File: src/rtl/shift_pkg.sv
// Shared definitions for the pipelined barrel shifter.
//   shift_op_e : 2-bit operation encoding presented on in_op.
// The per-stage payload struct is declared inside shift_layer, because its field
// widths follow that module's WIDTH/TAG_W parameters and a package cannot be
// parametrised.
package shift_pkg;

  typedef enum logic [1:0] {
    Sll = 2'b00,  // logical left, zero fill at LSB
    Srl = 2'b01,  // logical right, zero fill at MSB
    Sra = 2'b10,  // arithmetic right, fill with original operand MSB
    Ror = 2'b11   // rotate right
  } shift_op_e;

endpackage

File: src/rtl/shift_layer.sv
// One layer of the shifter: conditionally shifts by DIST (a power of two) when the
// matching shamt bit is set, then registers the full stage payload.
// Ports:
//   clk, rst_n        : clock, asynchronous active-low reset
//   flush             : synchronous clear of the valid bit (wins over en)
//   en                : load enable (global pipeline advance)
//   *_i               : payload from the previous layer (or the input port)
//   *_o               : registered payload for the next layer
module shift_layer
  import shift_pkg::*;
#(
  parameter int unsigned WIDTH = 32,
  parameter int unsigned TAG_W = 4,
  parameter int unsigned DIST  = 1,
  localparam int unsigned SHAMT_W = $clog2(WIDTH)
) (
  input  logic               clk,
  input  logic               rst_n,
  input  logic               flush,
  input  logic               en,
  input  logic [WIDTH-1:0]   data_i,
  input  logic [SHAMT_W-1:0] shamt_i,
  input  shift_op_e          op_i,
  input  logic [TAG_W-1:0]   tag_i,
  input  logic               sign_i,
  input  logic               valid_i,
  output logic [WIDTH-1:0]   data_o,
  output logic [SHAMT_W-1:0] shamt_o,
  output shift_op_e          op_o,
  output logic [TAG_W-1:0]   tag_o,
  output logic               sign_o,
  output logic               valid_o
);

  localparam int unsigned BIT = $clog2(DIST);

  typedef struct packed {
    logic [WIDTH-1:0]   data;
    logic [SHAMT_W-1:0] shamt;
    shift_op_e          op;
    logic [TAG_W-1:0]   tag;
    logic               sign;
    logic               valid;
  } stage_t;

  stage_t           stage_d, stage_q;
  logic [WIDTH-1:0] shifted;

  always_comb begin
    shifted = data_i;
    unique case (op_i)
      Sll: shifted = {data_i[WIDTH-1-DIST:0], {DIST{1'b0}}};
      Srl: shifted = {{DIST{1'b0}}, data_i[WIDTH-1:DIST]};
      // Sign comes from the original operand; the running MSB may already be shifted.
      Sra: shifted = {{DIST{sign_i}}, data_i[WIDTH-1:DIST]};
      Ror: shifted = {data_i[DIST-1:0], data_i[WIDTH-1:DIST]};
    endcase
  end

  always_comb begin
    stage_d.data  = shamt_i[BIT] ? shifted : data_i;
    stage_d.shamt = shamt_i;
    stage_d.op    = op_i;
    stage_d.tag   = tag_i;
    stage_d.sign  = sign_i;
    stage_d.valid = valid_i;
  end

  always_ff @(posedge clk or negedge rst_n) begin
    if (!rst_n) begin
      stage_q <= '0;
    end else if (flush) begin
      // Payload fields may go stale; only the valid bit matters.
      stage_q.valid <= 1'b0;
    end else if (en) begin
      stage_q <= stage_d;
    end
  end

  assign data_o  = stage_q.data;
  assign shamt_o = stage_q.shamt;
  assign op_o    = stage_q.op;
  assign tag_o   = stage_q.tag;
  assign sign_o  = stage_q.sign;
  assign valid_o = stage_q.valid;

endmodule

File: src/rtl/shift_pipe.sv
// Pipelined multi-mode barrel shifter (SLL/SRL/SRA/ROR) with a register after
// each of the log2(WIDTH) shift layers and a global-stall valid/ready handshake.
// Ports:
//   clk, rst_n            : clock, asynchronous active-low reset
//   flush                 : synchronous kill of every in-flight operation
//   in_valid/in_ready     : operand handshake; in_ready = out_ready | ~out_valid
//   in_data/in_shamt/in_op/in_tag : operand, distance, operation, opaque tag
//   out_valid/out_ready   : result handshake
//   out_data/out_tag      : result and its tag, straight from the last register
module shift_pipe
  import shift_pkg::*;
#(
  parameter int unsigned WIDTH = 32,
  parameter int unsigned TAG_W = 4,
  localparam int unsigned SHAMT_W = $clog2(WIDTH)
) (
  input  logic               clk,
  input  logic               rst_n,
  input  logic               flush,
  input  logic               in_valid,
  output logic               in_ready,
  input  logic [WIDTH-1:0]   in_data,
  input  logic [SHAMT_W-1:0] in_shamt,
  input  logic [1:0]         in_op,
  input  logic [TAG_W-1:0]   in_tag,
  output logic               out_valid,
  input  logic               out_ready,
  output logic [WIDTH-1:0]   out_data,
  output logic [TAG_W-1:0]   out_tag
);

  // Index 0 is the input port; index i+1 is the register after layer i.
  logic [WIDTH-1:0]   st_data  [SHAMT_W+1];
  logic [SHAMT_W-1:0] st_shamt [SHAMT_W+1];
  shift_op_e          st_op    [SHAMT_W+1];
  logic [TAG_W-1:0]   st_tag   [SHAMT_W+1];
  logic               st_sign  [SHAMT_W+1];
  logic               st_valid [SHAMT_W+1];

  logic advance;

  // Whole pipe moves together; an empty last stage never blocks.
  assign advance  = out_ready | ~out_valid;
  assign in_ready = advance;

  assign st_data[0]  = in_data;
  assign st_shamt[0] = in_shamt;
  assign st_op[0]    = shift_op_e'(in_op);
  assign st_tag[0]   = in_tag;
  assign st_sign[0]  = in_data[WIDTH-1];
  assign st_valid[0] = in_valid & advance;

  for (genvar i = 0; i < SHAMT_W; i++) begin : g_layer
    shift_layer #(
      .WIDTH (WIDTH),
      .TAG_W (TAG_W),
      .DIST  (1 << i)
    ) u_layer (
      .clk     (clk),
      .rst_n   (rst_n),
      .flush   (flush),
      .en      (advance),
      .data_i  (st_data[i]),
      .shamt_i (st_shamt[i]),
      .op_i    (st_op[i]),
      .tag_i   (st_tag[i]),
      .sign_i  (st_sign[i]),
      .valid_i (st_valid[i]),
      .data_o  (st_data[i+1]),
      .shamt_o (st_shamt[i+1]),
      .op_o    (st_op[i+1]),
      .tag_o   (st_tag[i+1]),
      .sign_o  (st_sign[i+1]),
      .valid_o (st_valid[i+1])
    );
  end

  assign out_valid = st_valid[SHAMT_W];
  assign out_data  = st_data[SHAMT_W];
  assign out_tag   = st_tag[SHAMT_W];

  // Control fields of the last register are carried along but not needed at the output.
  logic unused_last;
  assign unused_last = ^{st_shamt[SHAMT_W], st_op[SHAMT_W], st_sign[SHAMT_W]};

endmodule

File: config.mk
export PLATFORM = sky130hd
export DESIGN_NAME = shift_pipe
export DESIGN_NICKNAME = d
export VERILOG_FILES = /design/src/rtl/shift_pkg.sv /design/src/rtl/shift_layer.sv /design/src/rtl/shift_pipe.sv
export SDC_FILE = /design/constraint.sdc
export NUM_CORES = 1
export LEC_CHECK = 0
export ABC_AREA = 1
export CAP_MARGIN = 0
export CORE_MARGIN = 2
export CORE_UTILIZATION = 25
export DETAILED_ROUTE_END_ITERATION = 7
export HOLD_SLACK_MARGIN = 0.06
export PLACE_DENSITY_LB_ADDON = 0.12
export SETUP_SLACK_MARGIN = 0.02
export SYNTH_ARGS = -nofsm -noshare
export SYNTH_HDL_FRONTEND = slang
export SYNTH_SLANG_ARGS = --single-unit
File: constraint.sdc
create_clock -name clk -period 1 [get_ports clk]
set_input_delay 0.2 -clock clk [delete_from_list [all_inputs] [get_ports clk]]
set_output_delay 0.2 -clock clk [all_outputs]
set_load 0.005 [all_outputs]
## Word-level counts from Yosys, hierarchy flattened

Cells that the tools add are included.

- Flip-flop bits (word level): 217
- Output and inout port bits: 38
- Word-level logic and storage cells: 73
- Bits of input ports: 48

- Bitwise gates (word level): 4
- Equal/unequal tests: 15
- Muxes and demuxes: 20
- Reductions and logical operators: 7

Operators with widths:

| cell | count |
|---|---|
| $pmux W32 S4 | 5 |
| $mux W32 | 5 |
| $eq A2 B2 Y1 const B | 10 |
| $eq A2 B1 Y1 const B | 5 |
| $logic_not A2 Y1 | 5 |
| $mux W1 | 10 |
| $not A1 Y1 | 2 |
| $reduce_and A2 Y1 | 1 |
| $reduce_bool A2 Y1 | 1 |
| $and A1 B1 Y1 | 1 |
| $or A1 B1 Y1 | 1 |

## Logic depth before layout (Yosys ltp)

Gate-level depths: netlist of run 1.

- Word-level depth: 5
- Mapped depth: 8
- Depth with buffers taken out: 7

## By module

A second synthesis of run 1 with hierarchy kept.

- Cells, all modules: 1,625
- Area total of the unflattened synthesis: 11,831.3 um^2

Modules (own cells, without submodules):

| module | instances | seq. area each (um^2) | cells an instance | area an instance (um^2) |
|---|---|---|---|---|
| shift_layer at g_layer[2].u_layer | 1 | 1,126.1 | 338 | 2,456.1 |
| shift_layer at g_layer[1].u_layer | 1 | 1,126.1 | 337 | 2,402.3 |
| shift_layer at g_layer[3].u_layer | 1 | 1,126.1 | 338 | 2,398.6 |
| shift_layer at g_layer[0].u_layer | 1 | 1,126.1 | 323 | 2,388.5 |
| shift_layer at g_layer[4].u_layer | 1 | 1,126.1 | 285 | 2,165.8 |
| shift_pipe | 1 | 0.0 | 4 | 20.0 |

## Worst setup path before layout of run 1

OpenSTA, ideal clock, no wires.

- Path kind: reg2reg
- Start point: register g_layer[4].u_layer.stage_q, in the netlist g_layer[4].u_layer.valid_o
- End point: register g_layer[4].u_layer.stage_q, in the netlist g_layer[4].u_layer.data_o[10]
- Path slack: -0.145 ns
- Data required time: 0.883 ns
- Arrival: 1.028 ns
- Library setup time: 0.117 ns
- Stages on the path, launching flop included: 8
- Buffers on the path: 2
- Period minus slack after synthesis: 1.145 ns
- Cells stage by stage: dfrtp_1 -> nand2_4 -> nand2_4 -> inv_2 -> buf_4 -> buf_2 -> nand2_1 -> nand2_1

- Cells in the longest elaborated chain, start to end: 3

RTL lines:

| what | RTL line | text |
|---|---|---|
| from (decl) | shift_layer.sv:46 | `stage_t stage_d, stage_q;` |
| from (signal assigned) | shift_layer.sv:76 | `stage_q <= stage_d;` |
| $not A1 Y1 | shift_pipe.sv:43 | `assign advance = out_ready \| ~out_valid;` |
| $or A1 B1 Y1 | shift_pipe.sv:43 |  |
| net in_ready | shift_pipe.sv:21 | `output logic in_ready,` |
| $reduce_and A2 Y1 (no line) | n/a |  |

The timed path passes the listed nets, and every way through them passes these cells.
A chain may end at the register's enable or synchronous reset.

## Worst setup path after layout of run 1

- Start point: register g_layer[4].u_layer.stage_q, in the netlist g_layer[4].u_layer.valid_o
- End point: register g_layer[2].u_layer.stage_q, in the netlist g_layer[2].u_layer.data_o[10]

- Cells in the longest elaborated chain, start to end: 3

RTL lines:

| what | RTL line |
|---|---|
| $not A1 Y1 | shift_pipe.sv:43 |
| $or A1 B1 Y1 | shift_pipe.sv:43 |
| $reduce_and A2 Y1 (no line) | n/a |
| to (signal assigned) | shift_layer.sv:76 |
| to (decl) | shift_layer.sv:46 |

No other way between the ends.

==> flow_metrics.py, run 1 <==
metrics = {
    "clock_network": {
        "clk_pin_slew_ps": 60,
        "cts_buffer_depth": 3,
        "numCtsBuffers": 27,
        "clock_latency_ps": 550,
        "htreeDepth": 1,
        "cts_tree": "yes",
        "cts_num_sinks": 207,
        "clockRootBuffer": "clkbuf_16",
    },
    "die": {
        "die_area_um2": 47000,
        "io_pins": 86,
        "start_util_pct": 25.1,
        "rows": 78,
        "die_y_um": 217,
        "die_w_um": 217,
        "core_area_um2": 45100,
    },
    "sta": {
        "setup-violations-final": 244,
        "slew_viol_final": 0,
        "fmax_ghz": 0.694,
        "worst_pin_slew_ps": 312,
        "fin_crit_sh_pct": 144,
        "fin_ws_ps": -440,
        "finalCriticalPeriod_ps": 1440,
        "final_hold_viol_count": 0,
        "rsz0062_at_grt": "yes",
        "fin_hold_ws_ps": 85.2,
        "skew_ps": 11.2,
        "slew_headroom_pct": 79.2,
    },
    "cells_and_area": {
        "stdcell_count": 2468,
        "fin_nets": 1899,
        "num-fill-cells": 4963,
        "seq_area_um2": 5180,
        "diodes": 0,
        "multi_input_area_um2": 5190,
        "syn_to_final_growth_pct": 33.5,
        "drive_gt1_share_pct": 16.0,
    },
    "synth": {
        "synth_top_area_share_pct": 45.7,
        "avgSynthCellArea_um2": 6.73,
        "synth_top_cell_by_area": "dfrtp_1",
        "synthFlopType": "dfrtp_1",
        "synth-seq-cells": 207,
        "synth_area_um2": 11300,
        "synth_commonest_cells": "542 x nand2_1, 359 x nor2_1, 207 x dfrtp_1, 156 x inv_1, 133 x nand3_1",
        "synth_cells": 1684,
        "synth_area_leaders": "dfrtp_1 46%, nand2_1 18%, nor2_1 12%",
        "synth.net_count": 1732,
        "ys_seq_area_share_pct": 45.7,
        "ys_types": 19,
        "ys_warn_count": 0,
        "async_flop_share_pct": 100,
        "synth_edf_count": 0,
        "yosysMostFrequentCell": "nand2_1",
    },
    "drt": {
        "drt_wl_total_um": 35300,
        "wl_per_cell_um": 14.3,
        "via_per_inst": 4.34,
        "vias": 10700,
        "firstDrtPassIters": 5,
        "drc_errors": 0,
        "ant_nets": 0,
        "drt_iter0_drc": 665,
    },
    "setup_path": {
        "path_buf_inv": 4,
        "worstSetupPathType": "flop to flop",
        "cp_top_family": "buffers and inverters",
        "reg2reg_depth": 8,
        "worstPathMaxFanout": 24,
        "required_ps": 1460,
        "critical-path-max-stage-delay_ps": 370,
        "arrival_ps": 1900,
        "cp_common_cell": "buf_6",
        "worstSetupStartpointType": "flop",
        "path_depth": 8,
        "crit_chain": "buf_6 -> nand2_4 -> buf_6 -> nand2_8 -> buf_12 -> buf_16 -> nor2_1 -> a21oi_1",
        "crit_path_top_delay_cell": "dfrtp_1",
        "endpoint_kind": "flop",
    },
    "global_routing": {
        "globalRoute.totalOverflow": 0,
        "grt.total_usage_pct": 14.7,
        "antenna_found_initial": 0,
        "grt_pass1_wl_um": 56900,
        "grt_max_degree": 60,
        "grt_pass1_vias": 10500,
    },
    "worst_hold_path": {
        "min_path_cells": 5,
        "hold_path.class": "primary input to flop",
    },
    "run": {
        "max_cap_violations": 0,
    },
    "place": {
        "place_ws_ps": -620,
        "hpwl_um": 23400,
        "port_buffers": 85,
        "placed_cells": 2376,
        "gp_congestion": 0.776,
    },
    "power": {
        "p_leak_uw": 0.00762,
        "vdd_drop_max_mv": 1.11,
        "p_per_area_nw_per_um2": 1900,
    },
    "outcome": {
        "status": "finished, violations left",
        "violations": "negative setup slack",
    },
}
-- worst reg2reg max path, delay by kind of cell, from the launching register on --
kind | cells | cell delay, ps
and+or+nand+nor | 3 | 210
DFF | 1 | 370
buffers and inverters | 4 | 620
AOI/OAI and AO/OA | 1 | 160
-- repair_timing --
item / CTS / global route
cloned: 3 / 8
endpoints found under the hold margin: 207 / 0
gates resized for setup: 190 / 53
pin swaps: 6 / 1
hold buffers: 1 / 0
buffers inserted: 33 / 1
setup endpoints to repair: 244 / 244
-- layout by cell type (no fill, tap or decap), types with 2 or more instances in the layout --
master and n:
a21oi_1 117, a21oi_2 12, o21ai_0 3, clkbuf_1 10, clkbuf_8 5, buf_4 93
buf_2 37, nand2_2 5, buf_12 31, clkinv_2 5, nor2_2 48, o22ai_1 18
buf_16 10, dfrtp_1 207, clkinv_1 2, buf_6 12, nand3_1 133, inv_1 156
nand2_1 538, nor2_1 312, clkbuf_16 34, clkdlybuf4s50_1 45, o21ai_1 27
-- state kept, by name, summed over array words and instances (netlist names) --
signal                   cells
g_layer.u_layer.sign_o       4
g_layer.u_layer.op_o         8
g_layer.u_layer.valid_o      5
g_layer.u_layer.shamt_o     10
g_layer.u_layer.tag_o       20
g_layer.u_layer.data_o     160
-- cell type report --
cell class                      instances  share of cell area [%]
Clock buffer                           41                    5.08
Sequential cell                       207                    34.2
Timing Repair Buffer                  238                    17.2
Multi-Input combinational cell       1217                    34.3
Tap cell                              600                    4.96
Clock inverter                          5                   0.165
Inverter                              160                    4.05
-- worst paths after layout --
kind | from | endpoint | slack, ps
worst max-delay path | g_layer[4].u_layer.valid_o | g_layer[2].u_layer.data_o[10] | -440
worst min-delay path | in_shamt[0] | g_layer[0].u_layer.data_o[31] | 90
worst max register to register | g_layer[4].u_layer.valid_o | g_layer[2].u_layer.data_o[10] | -440
worst min register to register | g_layer[2].u_layer.tag_o[0] | g_layer[3].u_layer.tag_o[0] | 470
max in group asynchronous | rst_n | g_layer[3].u_layer.data_o[28] | 370
min in group asynchronous | rst_n | g_layer[4].u_layer.tag_o[3] | 140
-- metal layers --
layer / up-vias / share of wire (%) / global-route usage, % / routed length, µm
met4: 0 / 2.0 / 3.36 / 714
met2: 175 / 46 / 24.2 / 16200
met1: 4954 / 49 / 20.4 / 17100
met5: - / 0 / 0 / 0
li1: 5546 / - / - / -
met3: 44 / 3.5 / 2.14 / 1240
-- logic make-up after synthesis --
group,synth area share [%]
and+or+nand+nor,36.1
DFF,45.7
buffers and inverters,10.1
AOI/OAI and AO/OA,8.06
-- stage by stage --
step / cell area (µm²) / util [%] / setup TNS, ps / power (µW)
final: 15100 / 33.5 / -89140 / 28700
after global routing: 15100 / 33.5 / -103840 / 30700
after CTS: 14800 / 32.8 / -85360 / 28900
after detailed placement: 13700 / 30.3 / -117150 / 19500
after global placement: 13700 / 30.3 / -116370 / 19500
after floorplan: 11400 / - / -21830 / 15600
-- where the power goes --
group	switching, µW	internal, µW
registers	1210	9990
logic	4700	3840
clock network	3720	5220
total	9630	19100
(Power assumes the default switching activity.)
==> run 2: changes to the inputs <==
--- a/config.mk
+++ b/config.mk
@@ -7,6 +7,7 @@
 export LEC_CHECK = 0
 export ABC_AREA = 1
 export CAP_MARGIN = 0
+export CORE_ASPECT_RATIO = 1.1
 export CORE_MARGIN = 2
 export CORE_UTILIZATION = 25
 export DETAILED_ROUTE_END_ITERATION = 7
==> flow_metrics.py, run 2 (synthesized netlist as in run 1, its figures left out) <==
metrics = {
    "outcome": {
        "status": "finished, violations left",
        "violations": "negative setup slack",
    },
    "die": {
        "die_area_um2": 47000,
        "core_area_um2": 44600,
        "rows": 81,
        "io_pins": 86,
        "die_y_um": 227,
        "die_w_um": 207,
        "start_util_pct": 25.4,
    },
    "power": {
        "p_per_area_nw_per_um2": 1950,
        "p_leak_uw": 0.00775,
        "vdd_drop_max_mv": 0.844,
    },
    "setup_path": {
        "cp_common_cell": "buf_12",
        "critical-path-max-stage-delay_ps": 360,
        "arrival_ps": 1900,
        "worstSetupPathType": "flop to flop",
        "worstPathMaxFanout": 11,
        "crit_chain": "buf_6 -> nand2_4 -> buf_12 -> nand2_8 -> clkinv_8 -> buf_12 -> clkbuf_16 -> nor2_1 -> a21oi_1",
        "r2r_slack_ps": -470,
        "endpoint_kind": "flop",
        "required_ps": 1420,
        "crit_path_top_delay_cell": "dfrtp_1",
        "worstSetupStartpointType": "flop",
    },
    "sta": {
        "fmax_ghz": 0.679,
        "fin_crit_sh_pct": 147,
        "final_hold_viol_count": 0,
        "slew_headroom_pct": 79.5,
        "slew_viol_final": 0,
        "fin_ws_ps": -474,
        "rsz0062_at_grt": "yes",
        "fin_tns_setup_ps": -92150,
        "worst_pin_slew_ps": 305,
        "finalCriticalPeriod_ps": 1470,
        "skew_ps": 13.7,
        "setup-violations-final": 244,
    },
    "drt": {
        "dr_wl_met2_um": 17500,
        "ant_nets": 0,
        "drt_iter0_drc": 518,
        "firstDrtPassIters": 5,
        "wl_met1_um": 16800,
        "drt_wl_total_um": 36100,
        "top_layer_used": "met4",
        "met3_wirelength_um": 1290,
        "drc_errors": 0,
        "wl_per_cell_um": 14.7,
        "vias": 10700,
        "via_per_inst": 4.38,
    },
    "cells_and_area": {
        "diodes": 0,
        "utilization_pct": 34.9,
        "final_common_cell": "nand2_1",
        "syn_to_final_growth_pct": 37.3,
        "final_cell_mix": "522 x nand2_1, 282 x nor2_1, 207 x dfrtp_1, 156 x inv_1, 133 x nand3_1",
        "largest_reg_flops": 160,
        "drive_gt1_share_pct": 19.9,
        "fin_nets": 1899,
    },
    "clock_network": {
        "numCtsBuffers": 27,
        "cts_tree": "yes",
        "cts_buffer_depth": 3,
        "clock_latency_ps": 550,
        "htreeDepth": 1,
        "clk_pin_slew_ps": 60,
        "clockRootBuffer": "clkbuf_16",
        "cts_num_sinks": 207,
    },
    "run": {
        "max_cap_violations": 0,
    },
    "global_routing": {
        "grt_max_degree": 61,
        "grt.total_usage_pct": 14.6,
        "grt_pass1_wl_um": 56000,
        "grt_pass1_vias": 10500,
        "globalRoute.totalOverflow": 0,
        "antenna_found_initial": 0,
    },
    "worst_hold_path": {
        "hold_path.class": "primary input to async pin",
    },
    "place": {
        "port_buffers": 85,
        "gp_congestion": 0.814,
        "hpwl_um": 23800,
        "place_ws_ps": -604,
    },
}
run 2: cell count changes in the layout (fill, tap and decap cells not counted), sizes merged:
cell / change
buf: -3
clkinv: +2
bufinv: +4
clkbuf: +1
bufbuf: -1
run 2: final cells by class:
cell class                 instances  area (µm²)
multi-input combinational       1217        5430
sequential                       207        5180
clock inverter                    11         155
clock buffer                      38         807
tap                              581         727
timing repair buffer             238        2650
fill                            4863       29000
inverter                         160         613
run 2: power by group:
part	leakage [µW]	switching [µW]	internal, µW
Sequential	0.00245	1250	9980
Combinational	0.00481	4790	3920
Clock	0.000484	3840	6600
run 2: per-layer routing:
metal	track usage [%]	up-vias
met5	0	-
met4	3.50	0
met3	1.98	37
met2	24.5	188
met1	19.7	4992
li1	-	5527
run 2: what timing repair did:
action | 4_1_cts | 5_1_grt
gates resized for setup | 172 | 144
hold endpoints to repair | 207 | 0
setup endpoints to repair | 244 | 244
gates cloned | 1 | 14
hold buffers | 1 | 0
setup buffers | 12 | 5
pin swaps | 5 | 5
run 2: final timing paths:
path | depth (start not counted) | start | endpoint
min | 2 | rst_n | g_layer[0].u_layer.tag_o[2]
min in group clk | 4 | in_shamt[0] | g_layer[0].u_layer.data_o[3]
max | 9 | g_layer[4].u_layer.valid_o | g_layer[2].u_layer.data_o[27]
min reg2reg | 2 | g_layer[4].u_layer.tag_o[1] | g_layer[4].u_layer.tag_o[1]
max in group asynchronous | 3 | rst_n | g_layer[2].u_layer.data_o[6]
max reg2reg | 9 | g_layer[4].u_layer.valid_o | g_layer[2].u_layer.data_o[27]
run 2: critical path: cells and delay by family, from the launching register on:
family,cells,cell delay [ps]
compound gates,1,50
flops,1,360
buf+inv,5,700
simple gates,3,250
run 2: stage by stage:
step / total power (µW) / std cells / hold WS [ps] / instance area (µm²)
2_1_floorplan: 15600 / 1684 / -95.6 / 11400
3_3_place_gp: 19700 / 2371 / 105 / 13800
3_5_place_dp: 19700 / 2371 / 111 / 13800
4_1_cts: 30200 / 2434 / 94.5 / 14800
5_1_grt: 32400 / 2452 / 110 / 15600
6_report: 30400 / 2452 / 120 / 15600
==> run 3: changes to the inputs <==
--- a/config.mk
+++ b/config.mk
@@ -7,9 +7,10 @@
 export LEC_CHECK = 0
 export ABC_AREA = 1
 export CAP_MARGIN = 0
-export CORE_ASPECT_RATIO = 1.1
+export CORE_ASPECT_RATIO = 0.6
 export CORE_MARGIN = 2
-export CORE_UTILIZATION = 25
+export CORE_UTILIZATION = 54
+export CTS_CLUSTER_DIAMETER = 60
 export DETAILED_ROUTE_END_ITERATION = 7
 export HOLD_SLACK_MARGIN = 0.06
 export PLACE_DENSITY_LB_ADDON = 0.12
==> flow_metrics.py, run 3 (synthesized netlist as in run 1, its figures left out) <==
metrics = {
    "setup_path": {
        "worstSetupStartpointType": "flop",
        "path_depth": 8,
        "r2r_slack_ps": -500,
        "path_buf_inv": 4,
        "required_ps": 1390,
        "critical-path-max-stage-delay_ps": 410,
        "rr_endpoint": "g_layer[3].u_layer.data_o[12]",
        "worstSetupPathType": "flop to flop",
        "arrival_ps": 1890,
        "cp_top_family": "buffers and inverters",
        "crit_chain": "buf_6 -> nand2_4 -> buf_8 -> nand2_8 -> clkbuf_16 -> clkbuf_16 -> nor2_2 -> a21oi_1",
        "endpoint_kind": "flop",
        "worstPathMaxFanout": 8,
        "crit_path_top_delay_cell": "dfrtp_1",
        "r2r_start": "g_layer[4].u_layer.valid_o",
        "cp_common_cell": "clkbuf_16",
        "reg2reg_depth": 8,
    },
    "global_routing": {
        "globalRoute.totalOverflow": 0,
        "grt_pass1_vias": 10700,
        "grt.total_usage_pct": 30.6,
        "grt_max_degree": 69,
        "grt_pass1_wl_um": 54400,
        "antenna_found_initial": 0,
    },
    "run": {
        "max_cap_violations": 0,
    },
    "drt": {
        "ant_nets": 0,
        "drt_iter0_drc": 1493,
        "wl_per_cell_um": 17.9,
        "drc_errors": 0,
        "firstDrtPassIters": 8,
        "vias": 11900,
        "via_per_inst": 5.61,
        "drt_wl_total_um": 38100,
    },
    "power": {
        "power_uw": 28200,
        "vdd_drop_max_mv": 1.44,
        "p_per_area_nw_per_um2": 1830,
        "p_leak_uw": 0.00777,
    },
    "die": {
        "core_area_um2": 20300,
        "io_pins": 86,
        "start_util_pct": 55.9,
        "die_area_um2": 22200,
        "die_y_um": 116,
        "die_w_um": 191,
        "rows": 40,
    },
    "clock_network": {
        "cts_buffer_depth": 3,
        "htreeDepth": 1,
        "numCtsBuffers": 20,
        "cts_tree": "yes",
        "clockRootBuffer": "clkbuf_16",
        "clock_latency_ps": 510,
        "clk_pin_slew_ps": 70,
        "cts_num_sinks": 207,
    },
    "cells_and_area": {
        "syn_to_final_growth_pct": 35.8,
        "diodes": 0,
        "final_common_cell": "nand2_1",
        "utilization_pct": 75.9,
        "multi_input_area_um2": 5680,
        "fin_nets": 1887,
        "largest_reg_flops": 160,
        "final_cell_mix": "520 x nand2_1, 258 x nor2_1, 207 x dfrtp_1, 156 x inv_1, 133 x nand3_1",
        "seq_area_um2": 5180,
        "num-fill-cells": 1542,
        "drive_gt1_share_pct": 20.9,
        "final_cell_area_um2": 15400,
    },
    "sta": {
        "finalCriticalPeriod_ps": 1500,
        "slew_headroom_pct": 72.5,
        "final_hold_viol_count": 0,
        "fmax_ghz": 0.667,
        "fin_crit_sh_pct": 150,
        "fin_ws_ps": -499,
        "slew_viol_final": 0,
        "skew_ps": 19.2,
        "rsz0062_at_grt": "yes",
        "worst_pin_slew_ps": 409,
        "fin_tns_setup_ps": -98340,
        "setup-violations-final": 244,
    },
    "outcome": {
        "status": "finished, violations left",
        "violations": "negative setup slack",
    },
    "place": {
        "hpwl_um": 21600,
        "port_buffers": 85,
        "gp_congestion": 0.873,
        "placedInstanceArea_um2": 13100,
    },
    "worst_hold_path": {
        "hold_path.class": "primary input to async pin",
    },
}
==> run 3: changes by cell type in the layout (fill, tap and decap cells not counted), moves of 5 or more <==
cell	change
buf_4	-29
nor2_1	-24
nor2_4	+15
nor2_2	+9
o21ai_2	+8
buf_16	+7
nand2_4	+7
buf_8	+6
nand2_2	-5
o21ai_1	-5
==> run 3: where the power goes <==
group / total (µW) / internal (µW) / switching (µW)
logic: 9220 / 3950 / 5270
registers: 11300 / 9970 / 1330
clock network: 7710 / 4290 / 3420
==> run 3: timing repair <==
item                       in CTS  in global routing
buffers inserted               16                  6
hold endpoints to repair      207                  0
resized for setup             245                163
pin swaps                      18                  8
setup endpoints to repair     244                244
hold buffers                    1                  0
gates cloned                    6                 33
==> run 3: worst reg2reg max path, delay by kind of cell, from the launching register on <==
family                 cells  cell delay, ps
AND/OR/NAND/NOR            3             270
AO/OA/AOI/OAI              1              70
flip-flops                 1             410
buffers and inverters      4             650
==> run 3: routing by layer <==
metal	vias to the layer above	part of all wire [%]	global-route usage, %
li1	5500	-	-
met1	5686	45	47.5
met2	659	42	43.7
met3	86	11	6.82
met4	0	1.7	5.94
met5	-	0	0
==> run 3: area by class of cell <==
| type | instances | share of cell area (%) |
|---|---|---|
| clock buffers | 31 | 4.05 |
| multi-input cells | 1218 | 36.9 |
| inverters | 160 | 4.07 |
| well taps | 273 | 2.22 |
| flip-flops and latches | 207 | 33.7 |
| repair inverters | 2 | 0.211 |
| repair buffers | 230 | 18.7 |
| clock inverters | 5 | 0.163 |
==> run 3: worst max-delay path by stage <==
| stage | slack [ps] | from | endpoint |
|---|---|---|---|
| after detailed placement | -610 | out_ready | g_layer[0].u_layer.data_o[9] |
| after global routing | -540 | g_layer[4].u_layer.valid_o | g_layer[3].u_layer.data_o[30] |
| final | -500 | g_layer[4].u_layer.valid_o | g_layer[3].u_layer.data_o[12] |
| after CTS | -440 | g_layer[4].u_layer.valid_o | g_layer[4].u_layer.data_o[30] |
| after floorplan | -130 | g_layer[4].u_layer.valid_o | g_layer[1].u_layer.data_o[28] |
| after global placement | -570 | out_ready | g_layer[3].u_layer.data_o[10] |
==> run 3: metrics by stage <==
step | cells | worst slack, ps | hold slack (ps)
after floorplan | 1684 | -130 | -95.6
after global placement | 2029 | -571 | 104
after detailed placement | 2029 | -612 | 103
after CTS | 2088 | -440 | 162
after global routing | 2126 | -542 | 174
final | 2126 | -499 | 150
==> RTL change, RTL diff (config.mk and constraints of run 3) <==
`WIDTH` is set to 32 in 2 places; all go to 16.
--- a/src/rtl/shift_layer.sv
+++ b/src/rtl/shift_layer.sv
@@ -9,7 +9,7 @@
 module shift_layer
   import shift_pkg::*;
 #(
-  parameter int unsigned WIDTH = 32,
+  parameter int unsigned WIDTH = 16,
   parameter int unsigned TAG_W = 4,
   parameter int unsigned DIST  = 1,
   localparam int unsigned SHAMT_W = $clog2(WIDTH)
--- a/src/rtl/shift_pipe.sv
+++ b/src/rtl/shift_pipe.sv
@@ -10,7 +10,7 @@
 module shift_pipe
   import shift_pkg::*;
 #(
-  parameter int unsigned WIDTH = 32,
+  parameter int unsigned WIDTH = 16,
   parameter int unsigned TAG_W = 4,
   localparam int unsigned SHAMT_W = $clog2(WIDTH)
 ) (
Interface: changed (resized in_data, in_shamt and out_data); port bits go from 86 to 53. No check against the original RTL was run, so the function may have changed too.
==> RTL change against run 3 <==
- the flow still finishes with violations (setup timing)
- final area shrank 55%
- total power shrank 55%
- sequential cell count down 108
- setup slack improved by 190 ps
- wire length shrank 60%
- first-iteration DRC count down 62%
- critical path depth down 1
- sequential power decreased by 53%
- final cell count decreased by 55%
- area after synthesis is 54% lower
- via count decreased by 56%
- largest cell class unchanged
- highest routed layer unchanged
==> RTL change: results (changes against run 3) <==
status=finished, violations left (unchanged); failing checks=setup timing (unchanged); H-tree Lvls=3 (was 1); wl on met1=6.44 mm (was 17.0 mm); Layout fillers=700 (was 1,542); setup TNS=-24,980 ps (was -98,340 ps); vias per inst=5.49 (was 5.61); met2 WL post-DR=7.07 mm (was 16.1 mm); Setup WS post-layout=-311 ps (was -499 ps); clock latency at the later pin of the worst-skew pair=360 ps (was 510 ps); Synth cell types=18 (was 19); DP Worst Slack=-524 ps (was -612 ps); worst vdd ir=1.03 mV (was 1.44 mV); M1 GR Usage=39.5% (was 47.5%); DR WL met3=1.52 mm (was 4.38 mm); GRT Util Overall=27.9% (was 30.6%); Hold Crit Class=input port to register (was input port to async pin); DRT Wirelength=15.3 mm (was 38.1 mm); vias in the first global route=4,826 (was 10,700); Switching Power=4.16 mW (was 10.0 mW); Synth top cells by count=264 x nand2_1, 134 x nor2_1, 99 x dfrtp_1 (was 542 x nand2_1, 359 x nor2_1, 207 x dfrtp_1); pin count of the biggest net entering global routing=57 (was 69); placed cells=923 (was 2,029); final setup violation count=118 (was 244); GPL Wtd Cong=0.971 (was 0.873); clk buf depth=2 (was 3); CTS buffer count=9 (was 20); layout cell share with drive strength beyond 1=21.9% (was 20.9%); NumNets Final=856 (was 1,887); Worst path top cell family by delay=flip-flops (was buffers and inverters)
==> RTL change: cell types whose count changed in the layout (fill, tap and decap cells not counted), sizes merged, moves of 16 or more <==
cell           change
clkdlybuf4s50     -16
a21oi             -80
buf               -88
nor2             -224
dfrtp            -108
nand3             -88
inv               -86
clkbuf            -37
nand2            -279
==> RTL change: cells by family (layout without fill, tap and decap cells) <==
kind of cell           Yosys count  in the layout  synth area share [%]
DFF                             99             99                  47.9
AOI/OAI and AO/OA               83             83                  8.68
and+or+nand+nor                448            449                  34.0
buffers and inverters          108            199                  9.41
==> RTL change: layout make-up <==
| class | instances | area share (%) |
|---|---|---|
| multi-input cells | 532 | 35.9 |
| inverters | 73 | 4.15 |
| well taps | 130 | 2.34 |
| repair buffers | 110 | 17.3 |
| flip-flops and latches | 99 | 35.7 |
| clock buffers | 10 | 3.30 |
| clock inverters | 6 | 1.30 |
==> RTL change: path summary, 6_finish.rpt <==
| kind | endpoint | slack (ps) | from | cells past startpoint |
|---|---|---|---|---|
| max | g_layer[2].u_layer.data_o[14] | -310 | g_layer[3].u_layer.valid_o | 7 |
| min | g_layer[0].u_layer.tag_o[2] | 380 | in_tag[2] | 3 |
| max reg2reg | g_layer[2].u_layer.data_o[14] | -310 | g_layer[3].u_layer.valid_o | 7 |
| min reg2reg | g_layer[3].u_layer.data_o[10] | 470 | g_layer[3].u_layer.data_o[10] | 2 |
| max in group asynchronous | g_layer[1].u_layer.op_o[0] | 350 | rst_n | 3 |
| min in group asynchronous | g_layer[3].u_layer.valid_o | 390 | rst_n | 3 |
==> RTL change: repair_timing <==
item                       CTS  global route
cloned                       1             9
setup endpoints to repair  118           118
hold endpoints to repair    99             0
hold buffers                 1             0
buffers inserted             7             3
pin swaps                    4             3
gates resized for setup    109            90
